[src/rtl/reg_spill_fill_if.sv]
// Command and bus bundle between the control side, reg_file and data memory for reg_spill_fill.
// The slave modport is the engine's view; the master modport is the surrounding system.
interface reg_spill_fill_if #(
    parameter int unsigned pw = 3,
    parameter int unsigned AW = 8
);
    logic          start;
    logic          mode;
    logic [AW-1:0] base_addr;
    logic          busy;
    logic          done;
    logic [pw:0]   rf_addr;
    logic [7:0]    rf_dat_in;
    logic [7:0]    rf_dat_out;
    logic          rf_wr_en;
    logic          rf_mov;
    logic [AW-1:0] mem_addr;
    logic [7:0]    mem_dat_in;
    logic [7:0]    mem_dat_out;
    logic          mem_wr_en;

    modport slave (
        input  start, mode, base_addr, rf_dat_in, mem_dat_in,
        output busy, done, rf_addr, rf_dat_out, rf_wr_en, rf_mov,
               mem_addr, mem_dat_out, mem_wr_en
    );

    modport master (
        output start, mode, base_addr, rf_dat_in, mem_dat_in,
        input  busy, done, rf_addr, rf_dat_out, rf_wr_en, rf_mov,
               mem_addr, mem_dat_out, mem_wr_en
    );
endinterface

[src/rtl/reg_spill_fill.sv]
// Bulk save/restore engine: spills every reg_file register to memory at base+idx,
// or fills reg_file from memory using the movInstr path, one register per cycle.
module reg_spill_fill #(
    parameter int unsigned pw = 3,
    parameter int unsigned AW = 8
) (
    input  logic            clk,
    input  logic            reset,
    reg_spill_fill_if.slave bus
);
    localparam int unsigned IW   = pw + 1;
    localparam int unsigned DW   = 8;
    localparam int unsigned NREG = 2 ** pw;
    localparam logic [IW-1:0] LAST_IDX = IW'(NREG - 1);

    typedef enum logic [1:0] {
        IDLE = 2'd0,
        XFER = 2'd1,
        DONE = 2'd2
    } state_t;

    state_t        state_q, state_d;
    logic [IW-1:0] idx_q, idx_d;
    logic          mode_q, mode_d;
    logic [AW-1:0] base_q, base_d;

    // State register; reset aborts any transfer in flight.
    always_ff @(posedge clk or posedge reset) begin
        if (reset) begin
            state_q <= IDLE;
            idx_q   <= '0;
            mode_q  <= 1'b0;
            base_q  <= '0;
        end else begin
            state_q <= state_d;
            idx_q   <= idx_d;
            mode_q  <= mode_d;
            base_q  <= base_d;
        end
    end

    // Next state and outputs; outputs depend only on held state and read data.
    always_comb begin
        state_d         = state_q;
        idx_d           = idx_q;
        mode_d          = mode_q;
        base_d          = base_q;
        bus.busy        = 1'b0;
        bus.done        = 1'b0;
        bus.rf_addr     = '0;
        bus.rf_dat_out  = '0;
        bus.rf_wr_en    = 1'b0;
        bus.rf_mov      = 1'b0;
        bus.mem_addr    = '0;
        bus.mem_dat_out = '0;
        bus.mem_wr_en   = 1'b0;

        case (state_q)
            IDLE: begin
                if (bus.start) begin
                    state_d = XFER;
                    idx_d   = '0;
                    mode_d  = bus.mode;
                    base_d  = bus.base_addr;
                end
            end

            XFER: begin
                bus.busy     = 1'b1;
                bus.rf_addr  = idx_q;
                bus.mem_addr = base_q + AW'(idx_q);
                if (mode_q) begin
                    // movInstr steers the write to addrA instead of core[0]
                    bus.rf_wr_en   = 1'b1;
                    bus.rf_mov     = 1'b1;
                    bus.rf_dat_out = DW'(bus.mem_dat_in);
                end else begin
                    bus.mem_wr_en   = 1'b1;
                    bus.mem_dat_out = DW'(bus.rf_dat_in);
                end
                if (idx_q == LAST_IDX) begin
                    state_d = DONE;
                end else begin
                    idx_d = idx_q + IW'(1);
                end
            end

            DONE: begin
                bus.busy = 1'b1;
                bus.done = 1'b1;
                idx_d    = '0;
                state_d  = IDLE;
            end

            default: begin
                state_d = IDLE;
                idx_d   = '0;
            end
        endcase
    end
endmodule

[src/flat_wrapper.sv]
// flat-port wrapper written by rule: the top's interface ports become plain ports
module reg_spill_fill_flat 
#(
    parameter int unsigned pw = 3,
    parameter int unsigned AW = 8
)
  (clk, reset, bus_start, bus_mode, bus_base_addr, bus_rf_dat_in, bus_mem_dat_in, bus_busy, bus_done, bus_rf_addr, bus_rf_dat_out, bus_rf_wr_en, bus_rf_mov, bus_mem_addr, bus_mem_dat_out, bus_mem_wr_en);
  reg_spill_fill_if #(.pw(pw), .AW(AW)) bus_i ();
  input  logic clk;
  input  logic reset;
  input wire logic [$bits(bus_i.start)-1:0] bus_start;
  input wire logic [$bits(bus_i.mode)-1:0] bus_mode;
  input wire logic [$bits(bus_i.base_addr)-1:0] bus_base_addr;
  input wire logic [$bits(bus_i.rf_dat_in)-1:0] bus_rf_dat_in;
  input wire logic [$bits(bus_i.mem_dat_in)-1:0] bus_mem_dat_in;
  output wire logic [$bits(bus_i.busy)-1:0] bus_busy;
  output wire logic [$bits(bus_i.done)-1:0] bus_done;
  output wire logic [$bits(bus_i.rf_addr)-1:0] bus_rf_addr;
  output wire logic [$bits(bus_i.rf_dat_out)-1:0] bus_rf_dat_out;
  output wire logic [$bits(bus_i.rf_wr_en)-1:0] bus_rf_wr_en;
  output wire logic [$bits(bus_i.rf_mov)-1:0] bus_rf_mov;
  output wire logic [$bits(bus_i.mem_addr)-1:0] bus_mem_addr;
  output wire logic [$bits(bus_i.mem_dat_out)-1:0] bus_mem_dat_out;
  output wire logic [$bits(bus_i.mem_wr_en)-1:0] bus_mem_wr_en;
  assign bus_i.start = bus_start;
  assign bus_i.mode = bus_mode;
  assign bus_i.base_addr = bus_base_addr;
  assign bus_i.rf_dat_in = bus_rf_dat_in;
  assign bus_i.mem_dat_in = bus_mem_dat_in;
  assign bus_busy = bus_i.busy;
  assign bus_done = bus_i.done;
  assign bus_rf_addr = bus_i.rf_addr;
  assign bus_rf_dat_out = bus_i.rf_dat_out;
  assign bus_rf_wr_en = bus_i.rf_wr_en;
  assign bus_rf_mov = bus_i.rf_mov;
  assign bus_mem_addr = bus_i.mem_addr;
  assign bus_mem_dat_out = bus_i.mem_dat_out;
  assign bus_mem_wr_en = bus_i.mem_wr_en;
  reg_spill_fill #(.pw(pw), .AW(AW)) u_core (.clk(clk), .reset(reset), .bus(bus_i));
endmodule
[config.mk]
export PLATFORM = sky130hd
export DESIGN_NAME = reg_spill_fill_flat
export DESIGN_NICKNAME = d
export VERILOG_FILES = /design/src/rtl/reg_spill_fill_if.sv /design/src/rtl/reg_spill_fill.sv /design/src/flat_wrapper.sv
export SDC_FILE = /design/constraint.sdc
export NUM_CORES = 1
export LEC_CHECK = 0
export BUFFER_PORTS_ARGS = -buffer_cell sky130_fd_sc_hd__buf_2
export CAP_MARGIN = 20
export CELL_PAD_IN_SITES_DETAIL_PLACEMENT = 1
export CELL_PAD_IN_SITES_GLOBAL_PLACEMENT = 2
export CORE_ASPECT_RATIO = 2
export CORE_MARGIN = 1.5
export CORE_UTILIZATION = 25
export DETAILED_ROUTE_END_ITERATION = 10
export GPL_TIMING_DRIVEN = 0
export PLACE_DENSITY = 0.79
export SLEW_MARGIN = 20
export SYNTH_ARGS = -nofsm -noshare
export SYNTH_HDL_FRONTEND = slang
export SYNTH_SLANG_ARGS = --single-unit
[constraint.sdc]
create_clock -name clk -period 2.8 [get_ports clk]
set_input_delay 0.84 -clock clk [delete_from_list [all_inputs] [get_ports clk]]
set_output_delay 0.84 -clock clk [all_outputs]
set_load 0.01 [all_outputs]
Word level (Yosys, flattened, before mapping)
Cells that the tools add are included.
Widths: inputs -> output; s select.

word-level totals
  register bits after elaboration = 15
  input bits = 28
  output and inout bits = 33
  logic and storage cells = 35

cells by class
  add/sub/neg operators = 2
  equality and inequality tests = 6
  mux-type cells = 18
  reduce and logical (&&, ||, !) cells = 5

operators by type and width
  cell                 count
  $mux 8               5
  $mux 4               3
  $add 8x4->8          1
  $pmux 4 s2           1
  $mux 1               6
  $reduce_and 2->1     3
  $add 4x1->4 const B  1
  $eq 4x3->1 const B   1
  $mux 2               2
  $ne 2x2->1 const B   2
  $pmux 2 s2           1
  $eq 2x1->1 const B   1
  $eq 2x2->1 const B   1
  $logic_not 2->1      1
  $ne 2x1->1 const B   1
  $reduce_or 2->1      1

Logic depth before layout (Yosys ltp)
  depth in word-level cells = 3
  gate-level depth with buffers = 7
  gate-level depth less buffers = 6

Worst setup path before layout
OpenSTA, ideal clock, no wires.

  path kind = reg2out
  start = register u_core.idx_q[0]
  end = output port bus_mem_addr[6]
  arrival time = 1.725 ns
  data required time = 1.960 ns
  path slack = 0.235 ns
  cell stages (with the launch flop) = 7
  path buffers = 0
  cell sequence = dfrtp_1 -> ha_1 -> fa_1 -> a211o_1 -> o2111ai_1 -> xnor2_1 -> and2_1

between the ends
  word-level cells in the longest chain between the ends = 2

RTL lines
  what                    RTL line              RTL
  start, declared         reg_spill_fill.sv:23  logic [IW-1:0] idx_q, idx_d;
  start signal, assigned  reg_spill_fill.sv:36  idx_q <= idx_d;
  $add 8x4->8             reg_spill_fill.sv:71  bus.mem_addr = base_q + AW'(idx_q);
  $mux 8                  reg_spill_fill.sv:58  case (state_q)
  end, declared           flat_wrapper.sv:22    output wire logic [$bits(bus_i.mem_addr)-1:0] bus_mem_addr;

No other way between the ends.

Final worst setup path
Ends and elaborated chain as after synthesis.

==> results.md <==
- Setup WS post-layout: -10.26 ps
- Unrepaired setup endpoints after global routing: true
- Clk_skew: 1.402 ps
- Largest net degree at the start of global routing: 16
- Core ar.: 0.004339 mm²
- Vias: 1,141
- Post-Syn Nets: 156
- Status: complete, but fails checks
- CTS tree: done
- CTS Sinks: 15
- Initial Utilization: 0.2621
- Power per cell area: 990.7 mW/mm²
- Final Max Tran Viols: 0
- FF+latch count, synth: 15
- First-pass GRT wire length: 5.271 mm
- Cell variety after synth: 36
- Synth Warn #: 0
- Via density: 4.734
- Diode count: 0
- Hold Vio Cnt, Final: 0
- Layout cell share with drive strength beyond 1: 0.4813
- Asr flop ratio synth: 1.000
- Syn Std Cell Area: 0.001137 mm²
- Total global routing overflow: 0
- Crit path time final: 2810 ps
- Post-synth EDFFs: 0
- Slew @ Worst Pin: 600.6 ps
- Die ar.: 0.004988 mm²
- All-Layer GR Usage: 0.1342
- Max clock buf depth: 2
- MaxCap Viol Count: 0
- Worst-path maximum fanout: 3
- Setup TNS: -10.26 ps
- Startpoint Class: register
- HP Class: reg2reg
- Cts-stage hold buffer count: 0
- Critical Path Max Stage Delay: 420 ps
- Crit path capture type: output pin
- Detailed Place HPWL: 2.675 mm
- WS Path Type: reg2out
- CTS root buf: clkbuf_8
- IO Pins: 61
- Die X: 50.70 µm
- Clock-pin slew on the worst setup and hold paths: 60 ps
- Failing checks: negative setup slack
- Number of CTS-inserted buffers: 3
- Most common cell after layout, fill and taps aside: buf_2
- Layout net count: 226
- Drt first pass iters: 3
- Dominant synthesized flop cell: dfrtp_1
- Final setup fails: 1
- Hold WS: 512.9 ps
- Setup WS pre-CTS: 38.34 ps
- Crit path DAT: 1970 ps
- Initial antenna violation count: 0
- WL/cell: 13.76 µm
- Final period util: 1.004
- Antenna Violating Nets Remaining: 0
- Worst skew pair latency: 240 ps
- Vias in the first global route: 1,213
- Htree depth: 1
- Slew headroom: 0.5992
- Die height: 98.39 µm
- Crit path cell chain: ha_4 > fa_2 > a211o_1 > o2111ai_2 > xnor2_1 > and2_1 > buf_2
- Gpl congestion: 0.7495
- DRC: 0
- Sequential area share after synthesis: 0.3300
- Max Fclk: 355.8 MHz
- Port bufs: 60
- DRT Wirelength: 3.317 mm
- Slowest CP cell: dfrtp_2
- Peak VDD IR: 504.4 µV
- Starting DRT DRC Count: 7
- Most frequent cells in the layout: 61 x buf_2, 17 x and2_1, 13 x dfrtp_1
- Post-Syn Area per Cell: 9.638 µm²
- Static Leak: 0.8830 nW
- Rows: 34
- Critical Path RT: 1960 ps
- Synth-to-layout area growth: 45.21%
- Cells after synthesis: 118
[cell usage after synthesis, types with 2 or more instances]
cell / number / share of area
xnor2_1: 2 / 0.015
inv_1: 6 / 0.020
and2_1: 17 / 0.094
o21a_1: 2 / 0.013
dfrtp_1: 15 / 0.33
a22o_1: 2 / 0.015
a211oi_1: 2 / 0.013
clkbuf_1: 5 / 0.017
and3_1: 8 / 0.044
mux2_2: 3 / 0.030
nand2_1: 2 / 0.0066
mux2_1: 7 / 0.069
o21ai_1: 3 / 0.013
ha_1: 9 / 0.099
a21oi_1: 6 / 0.026
nand3b_1: 2 / 0.013
o21ai_0: 2 / 0.0088
nor2_1: 3 / 0.0099
nand3_1: 4 / 0.018
a21o_1: 2 / 0.013
[worst max-delay path, delay by kind of cell (launching register included)]
kind	cells	cell delay (ps)
XOR/XNOR	1	130
adder cells (fa/ha/maj)	2	550
AO/OA/AOI/OAI	2	370
buffers and inverters	1	120
flip-flops	1	420
AND/OR/NAND/NOR	1	130
[repair_timing]
item,4_1_cts,5_1_grt
resized for setup,8,8
pin swaps,1,6
setup endpoints to repair,4,10
cloned,0,0
buffers inserted,1,4
[registers in the layout (all words and copies together), names as in the netlist]
name / count
u_core.state_q: 2
u_core.idx_q: 4
u_core.mode_q: 1
u_core.base_q: 8
[per-layer routing]
| layer | up-vias | global-route usage | part of all wire |
|---|---|---|---|
| li1 | 549 | - | - |
| met1 | 539 | 0.1159 | 0.31 |
| met2 | 51 | 0.2874 | 0.61 |
| met3 | 2 | 0.03058 | 0.078 |
| met4 | 0 | 0.02495 | 0.0039 |
| met5 | - | 0 | 0 |
[layout make-up]
type	instances	area, µm²
Multi-Input combinational cell	89	757.0
Fill cell	556	2688
Inverter	6	22.52
Tap cell	54	67.56
Timing Repair Buffer	65	337.8
Sequential cell	15	377.9
Clock buffer	4	45.04
Buffer	8	43.79
[worst paths after layout]
path                       depth (start not counted)             start  slack, ps               end
hold / removal                                     1  u_core.base_q[3]        510  u_core.base_q[3]
setup / recovery                                   7   u_core.idx_q[0]        -10   bus_mem_addr[6]
min in group asynchronous                          2             reset        650   u_core.idx_q[2]
hold reg to reg                                    1  u_core.base_q[3]        510  u_core.base_q[3]
setup reg to reg                                   5   u_core.idx_q[1]       1100   u_core.idx_q[0]
max in group asynchronous                          2             reset       1720   u_core.idx_q[1]
[power breakdown]
group	internal [mW]	switching, mW
registers	0.311	0.0910
clock network	0.101	0.0747
logic	0.521	0.538
[kinds of logic after synthesis]
family / count (synthesis) / share of synthesized area
and+or+nand+nor: 42 / 0.2321
AOI/OAI and AO/OA: 23 / 0.1331
DFF: 15 / 0.3300
buffers and inverters: 14 / 0.05720
muxes: 11 / 0.1078
adders and majority gates: 10 / 0.1166
xor gates and xnor gates: 3 / 0.02311
[metrics by stage]
stage	total power, mW	area (µm²)	util	cells
3_5_place_dp	1.346	1505	0.3469	232
4_1_cts	1.585	1590	0.3665	237
3_3_place_gp	1.308	1505	0.3469	232
5_1_grt	1.797	1652	0.3806	241
6_report	1.636	1652	0.3806	241
2_1_floorplan	1.018	1137	-	118
(Power assumes the default switching activity.)
